**src/rtl/alu_seq.sv**
```systemverilog
// Multi-cycle add/subtract ALU: one CHUNK-bit slice per clock, with a registered ripple carry.
// Optional signed saturation of the result when ALU_SEQ_SAT_EN is defined.
module alu_seq #(
   parameter int W     = 16,
   parameter int CHUNK = 4
) (
   input  logic         clk,
   input  logic         rst_n,
   input  logic         in_valid,
   output logic         in_ready,
   input  logic [W-1:0] x,
   input  logic [W-1:0] y,
   input  logic [1:0]   op,
   output logic         out_valid,
   input  logic         out_ready,
   output logic [W-1:0] z,
   output logic         sign,
   output logic         zero,
   output logic         carry,
   output logic         parity,
   output logic         overflow,
   output logic         carry_flag
);
   localparam int N  = W / CHUNK;
   localparam int KW = (N > 1) ? $clog2(N) : 1;
   localparam logic [KW-1:0] K_LAST = KW'(N - 1);

   typedef enum logic [1:0] {IDLE, RUN, DONE} state_t;

   state_t         state_q, state_d;
   logic [W-1:0]   x_q, x_d, y_q, y_d, acc_q, acc_d, z_q, z_d;
   logic [KW-1:0]  k_q, k_d;
   logic           sub_q, sub_d, c_q, c_d;
   logic           xs_q, xs_d, ys_q, ys_d;
   logic           sign_q, sign_d, zero_q, zero_d, carry_q, carry_d;
   logic           parity_q, parity_d, ovf_q, ovf_d, cf_q, cf_d;

   logic [CHUNK:0] slice_sum;
   logic [W-1:0]   acc_shift, x_shift, y_shift, z_fin, y_in_eff;
   logic           ovf_raw, carry_fin;

   // Operands shift right one slice per cycle; the result shifts in from the top.
   assign slice_sum = {1'b0, x_q[CHUNK-1:0]} + {1'b0, y_q[CHUNK-1:0]} + {{CHUNK{1'b0}}, c_q};

   generate
      if (N == 1) begin : g_single
         assign acc_shift = slice_sum[CHUNK-1:0];
         assign x_shift   = x_q;
         assign y_shift   = y_q;
      end else begin : g_multi
         assign acc_shift = {slice_sum[CHUNK-1:0], acc_q[W-1:CHUNK]};
         assign x_shift   = {{CHUNK{1'b0}}, x_q[W-1:CHUNK]};
         assign y_shift   = {{CHUNK{1'b0}}, y_q[W-1:CHUNK]};
      end
   endgenerate

   // Only meaningful on the last slice cycle, when acc_shift holds the full raw result.
   assign ovf_raw   = (xs_q == ys_q) && (acc_shift[W-1] != xs_q);
   assign carry_fin = slice_sum[CHUNK] ^ sub_q;
   assign y_in_eff  = op[0] ? ~y : y;

`ifdef ALU_SEQ_SAT_EN
   assign z_fin = ovf_raw ? (xs_q ? {1'b1, {(W-1){1'b0}}} : {1'b0, {(W-1){1'b1}}}) : acc_shift;
`else
   assign z_fin = acc_shift;
`endif

   always_ff @(posedge clk or negedge rst_n) begin
      if (!rst_n) begin
         state_q  <= IDLE;
         x_q      <= '0;
         y_q      <= '0;
         acc_q    <= '0;
         z_q      <= '0;
         k_q      <= '0;
         sub_q    <= 1'b0;
         c_q      <= 1'b0;
         xs_q     <= 1'b0;
         ys_q     <= 1'b0;
         sign_q   <= 1'b0;
         zero_q   <= 1'b0;
         carry_q  <= 1'b0;
         parity_q <= 1'b0;
         ovf_q    <= 1'b0;
         cf_q     <= 1'b0;
      end else begin
         state_q  <= state_d;
         x_q      <= x_d;
         y_q      <= y_d;
         acc_q    <= acc_d;
         z_q      <= z_d;
         k_q      <= k_d;
         sub_q    <= sub_d;
         c_q      <= c_d;
         xs_q     <= xs_d;
         ys_q     <= ys_d;
         sign_q   <= sign_d;
         zero_q   <= zero_d;
         carry_q  <= carry_d;
         parity_q <= parity_d;
         ovf_q    <= ovf_d;
         cf_q     <= cf_d;
      end
   end

   always_comb begin
      state_d   = state_q;
      x_d       = x_q;
      y_d       = y_q;
      acc_d     = acc_q;
      z_d       = z_q;
      k_d       = k_q;
      sub_d     = sub_q;
      c_d       = c_q;
      xs_d      = xs_q;
      ys_d      = ys_q;
      sign_d    = sign_q;
      zero_d    = zero_q;
      carry_d   = carry_q;
      parity_d  = parity_q;
      ovf_d     = ovf_q;
      cf_d      = cf_q;
      in_ready  = 1'b0;
      out_valid = 1'b0;
      case (state_q)
         IDLE: begin
            in_ready = 1'b1;
            if (in_valid) begin
               x_d     = x;
               y_d     = y_in_eff;
               xs_d    = x[W-1];
               ys_d    = y_in_eff[W-1];
               sub_d   = op[0];
               // ADD 0, SUB 1, ADC C, SBB ~C
               c_d     = op[1] ? (cf_q ^ op[0]) : op[0];
               k_d     = '0;
               state_d = RUN;
            end
         end
         RUN: begin
            x_d   = x_shift;
            y_d   = y_shift;
            acc_d = acc_shift;
            c_d   = slice_sum[CHUNK];
            k_d   = k_q + KW'(1);
            if (k_q == K_LAST) begin
               z_d      = z_fin;
               sign_d   = z_fin[W-1];
               zero_d   = ~|z_fin;
               parity_d = ~^z_fin;
               ovf_d    = ovf_raw;
               carry_d  = carry_fin;
               cf_d     = carry_fin;
               state_d  = DONE;
            end
         end
         DONE: begin
            out_valid = 1'b1;
            if (out_ready) state_d = IDLE;
         end
         default: state_d = IDLE;
      endcase
   end

   assign z          = z_q;
   assign sign       = sign_q;
   assign zero       = zero_q;
   assign carry      = carry_q;
   assign parity     = parity_q;
   assign overflow   = ovf_q;
   assign carry_flag = cf_q;

endmodule

```
**config.mk**
```make
export PLATFORM = sky130hd
export DESIGN_NAME = alu_seq
export DESIGN_NICKNAME = d
export VERILOG_FILES = /design/src/rtl/alu_seq.sv
export SDC_FILE = /design/constraint.sdc
export NUM_CORES = 1
export LEC_CHECK = 0
export ABC_AREA = 0
export BUFFER_PORTS_ARGS = -buffer_cell sky130_fd_sc_hd__buf_2
export CORE_UTILIZATION = 55
export CTS_CLUSTER_SIZE = 16
export DETAILED_ROUTE_END_ITERATION = 10
export MAX_ROUTING_LAYER = met4
export PLACE_DENSITY = 0.79
export SLEW_MARGIN = 30
export SYNTH_ARGS = -nofsm -noshare
export SYNTH_HDL_FRONTEND = slang
export SYNTH_SLANG_ARGS = --single-unit
```
**constraint.sdc**
```tcl
create_clock -name clk -period 2.9 [get_ports clk]
set_clock_uncertainty 0.1 [all_clocks]
set_input_delay 0.725 -clock clk [delete_from_list [all_inputs] [get_ports clk]]
set_output_delay 0.725 -clock clk [all_outputs]
set_load 0.01 [all_outputs]
```
# == Word-level counts from Yosys, hierarchy flattened ==
# Cells that the tools add are included.
# totals
out_inout_bits,24
wordCells,55
register_bits,77
# op_classes
n_mux,16
n_bitwise,3
n_eq_ne,8
add_sub_neg,3
n_reduce_logical,10
# op_table
cell,n
16-bit one-hot mux with 2 select lines,2
16-bit 2-to-1 mux,3
16-bit inverter,1
16-bit OR reduction,1
16-bit XNOR reduction,1
2-bit 2-to-1 mux,4
"2-bit != test, second input constant",3
2-bit one-hot mux with 3 select lines,1
2-bit AND reduction,3
4-bit by 4-bit adder with 5-bit output,1
5-bit by 1-bit adder with 5-bit output,1
"2-bit == test, second input constant",2
1-bit 2-to-1 mux,4
2-bit one-hot mux with 2 select lines,1
3-bit AND reduction,1
"2-bit by 1-bit adder with 2-bit output, second input constant",1
"2-bit by 1-bit == test with 1-bit output, second input constant",1
2-bit logical NOT,1
1-bit one-hot mux with 2 select lines,1
2-bit nonzero test,1
1-bit XOR,2
1-bit == test,1
1-bit logical AND,1
1-bit logical NOT,1
1-bit != test,1

# == Longest topological paths before layout ==
# depth
depth_word,4
mapped_depth,9
depth_no_buf,9

# == Worst setup path before layout ==
# OpenSTA, ideal clock, no wires.
# synth_path
path_kind,register to register
start,reg x_q[0]
end,reg parity_q (netlist: parity)
required_ps,2676
setup_time_ps,124
path_stages_with_launch,10
t_arrival_ps,2315
slack_ps,362
path_cell_list,dfrtp_1 inv_1 fa_1 fa_1 ha_1 xnor2_1 xnor3_1 xnor2_1 xnor2_1 o21ai_1
# synth_via
elab_chain_cells,3
# synth_lines
element,line_no,text
"start, declared",31,"logic [W-1:0] x_q, x_d, y_q, y_d, acc_q, acc_d, z_q, z_d;"
"start signal, assigned",71,x_q <= '0;
"start signal, assigned",88,x_q <= x_d;
4-bit by 4-bit adder with 5-bit output,43,"assign slice_sum = {1'b0, x_q[CHUNK-1:0]} + {1'b0, y_q[CHUNK-1:0]} + {{CHUNK{1'b0}}, c_q};"
5-bit by 1-bit adder with 5-bit output,43,
16-bit XNOR reduction,150,parity_d = ~^z_fin;
"end signal, assigned",100,parity_q <= parity_d;
"end, declared",36,"logic parity_q, parity_d, ovf_q, ovf_d, cf_q, cf_d;"
# Every way passes these cells.
# A chain may end at the register's enable or synchronous reset.

# == Worst setup path in the final report ==
# layout_path
start,reg y_q[0]
end,reg parity_q (netlist: parity)
# layout_via
elab_chain_cells,3
# layout_lines
element,line_no,text
"start, declared",31,
"start signal, assigned",89,y_q <= y_d;
4-bit by 4-bit adder with 5-bit output,43,
5-bit by 1-bit adder with 5-bit output,43,
16-bit XNOR reduction,150,
# Every way passes these cells.

==> out/qor.yml <==
synthTopCellsByArea: "dfrtp_1 (53%), nand2_1 (8.7%), xnor2_1 (6.0%)"
synth_nets: 399
grt_start_max_net_pins: 47
dieWidth_um: 80.37
viasPerCell: 5.204
first_pass_iters: 4
crit_type: "reg2reg"
critical_path.cell_chain: "inv_1 -> fa_1 -> fa_1 -> ha_1 -> xnor2_1 -> xnor3_1 -> xnor2_1 -> xnor2_1 -> o21ai_1"
tightest_slew_ns: 0.8141
cp.depth: 9
rsz0062_at_grt: "no"
wirelength_um: 6747
synth_seq_cells: 72
r2r_slack_ns: 0.16
cts_root_buf: "clkbuf_8"
slowest_stage: "fa_1"
drive_above_1_share_pct: 22.44
cpPeakStageDelay_ns: 0.49
synthFlopType: "dfrtp_1"
syn_inst: 348
min_period_over_period_pct: 94.65
start_util_pct: 57.06
grt.total_usage_pct: 24.16
cpMostUsedCell: "xnor2_1"
first_iter_violations: 151
async_reset_ff_share_pct: 100.0
pin_count: 62
crit_path_end_kind: "register"
cp.required_ns: 3.04
grt_pass1_wl_um: 11340
cts.repair.resized: 0
fin_setup_tns_ns: 0
die-height_um: 80.37
route.antenna.remaining_nets: 0
gp_congestion: 0.8421
max_freq_mhz: 364.3
slew_viol_final: 0
h-tree-depth: 3
nNetsFinal: 456
dp_slack_ns: 0.1665
status: "finished clean"
clk_pin_slew_worst_paths_ns: 0.09
synthDistinctLibCells: 31
num_rows: 28
crit_arrival_ns: 2.88
ir_worst_vdd_uv: 780.4
setup_ws_ns: 0.1552
hold_viol_final: 0
postCtsSetupBuffers: 0
yosysTopAreaCell: "dfrtp_1"
synth_edf_count: 0
numCtsBuffers: 9
yosysWarnings: 0
remaining_drc_errors: 0
reg2reg_depth: 9
yosysSeqAreaShare_pct: 53.33
antenna_cells: 0
clk_path_buf_depth: 2
cts_tree: "built"
areaGrowthSynthToFinish_pct: 17.70
hold_class: "in2async"
dpl.hpwl_um: 4694
syn_avg_cell_area_um2: 9.708
path_max_fanout: 3
grt_pass1_vias: 2413
cellPowerDensity_nw_per_um2: 1351
finalSetupViolCount: 0
synth_top_area_share_pct: 53.33
coreArea_um2: 5921
cts_hold_buffers: 0
clkLatencyLatePin_ns: 0.36
die_area_um2: 6459
clock_sinks: 72
wl_per_cell_um: 13.91
path_buf_inv: 1
grt_antenna_before_repair: 0
min_period_ns: 2.745
cellLeakagePower_nw: 1.956
maxCapViolCount: 0
grt-ovfl-total: 0
syn_area_um2: 3378
vias: 2524
crit_family: "adder cells"
slew_headroom_pct: 45.59
crit_path_start_kind: "register"
portBuffers: 61
where the power goes:
part / switching (mW) / internal, mW / total (mW)
Clock: 0.416 / 0.493 / 0.909
Sequential: 0.265 / 1.47 / 1.73
Combinational: 1.49 / 1.24 / 2.73
Total: 2.17 / 3.20 / 5.37
worst paths after layout:
path | endpoint | from
worst max-delay path | parity | y_q[0]
worst min-delay path | z[2] | rst_n
worst max register to register | parity | y_q[0]
worst min register to register | z[11] | z[11]
max in group asynchronous | y_q[14] | rst_n
min in group clk | z[11] | z[11]
cells in the final DEF, fill, tap and decap left out, drive strengths merged, types with 2 or more instances in the layout:
| master | n |
|---|---|
| clkbuf | 9 |
| bufinv | 2 |
| a21oi | 4 |
| inv | 23 |
| xor2 | 3 |
| mux2i | 2 |
| mux2 | 2 |
| buf | 69 |
| nand3 | 4 |
| o21ai | 43 |
| fa | 2 |
| and2 | 2 |
| clkinvlp | 2 |
| nand2 | 78 |
| a31oi | 10 |
| nand2b | 2 |
| nor2 | 29 |
| dfrtp | 72 |
| xnor2 | 23 |
| ha | 11 |
| a221o | 12 |
per-layer routing:
layer  part of all wire (%)  track usage (%)
met2                     48            37.03
met5                      0                -
met1                     46            31.19
met3                    4.0            5.568
met4                    1.8            9.464
cells in the mapped netlist, types with 2 or more instances:
cell type   n
nand2_1    78
dfrtp_1    72
o21ai_0    40
nor2_1     28
xnor2_1    23
inv_1      20
a221o_1    12
clkbuf_1   12
ha_1       11
a31oi_1    10
buf_2       6
a21oi_1     4
nand3_1     4
buf_1       3
o21ai_1     3
and2_1      2
buf_4       2
fa_1        2
mux2_2      2
mux2i_1     2
nand2b_1    2
area by class of cell:
class / instances / area [um2]
tap: 75 / 93.84
inverter: 20 / 75.07
clock inverter: 7 / 101.3
timing repair buffer: 69 / 377.9
clock buffer: 9 / 123.9
sequential: 72 / 1802
fill: 485 / 1944
multi-input combinational: 233 / 1403
worst register-to-register path, delay by kind of cell, from the launching register on:
kind            cells  cell delay, ns
fa+ha+maj           3            1.24
xor+xnor            4            0.77
flops               1            0.38
buf+inv             1            0.07
compound gates      1            0.07
stage by stage:
| stage | hold slack [ns] | util [%] | power (mW) | cell area, um2 | std cells |
|---|---|---|---|---|---|
| after floorplan | 0.3294 | - | 3.812 | 3378 | 348 |
| after global placement | 0.3558 | 63.36 | 4.314 | 3751 | 469 |
| after detailed placement | 0.3657 | 63.36 | 4.489 | 3751 | 469 |
| after CTS | 0.2877 | 67.16 | 5.404 | 3976 | 485 |
| after global routing | 0.3162 | 67.16 | 5.794 | 3976 | 485 |
| final | 0.2738 | 67.16 | 5.371 | 3976 | 485 |
registers in the layout, indices dropped and copies added (netlist names), 2 cells and up:
signal / flops
acc_q: 12
k_q: 2
state_q: 2
x_q: 16
y_q: 16
z: 16
cell families after synthesis:
family | count (synthesis) | share of synthesized area [%]
compound gates | 72 | 13.07
xor+xnor | 27 | 8.185
fa+ha+maj | 13 | 5.259
buf+inv | 43 | 5.222
flops | 72 | 53.33
mux | 4 | 1.259
simple gates | 117 | 13.67
Note: power is estimated with default switching activity, not from simulation.
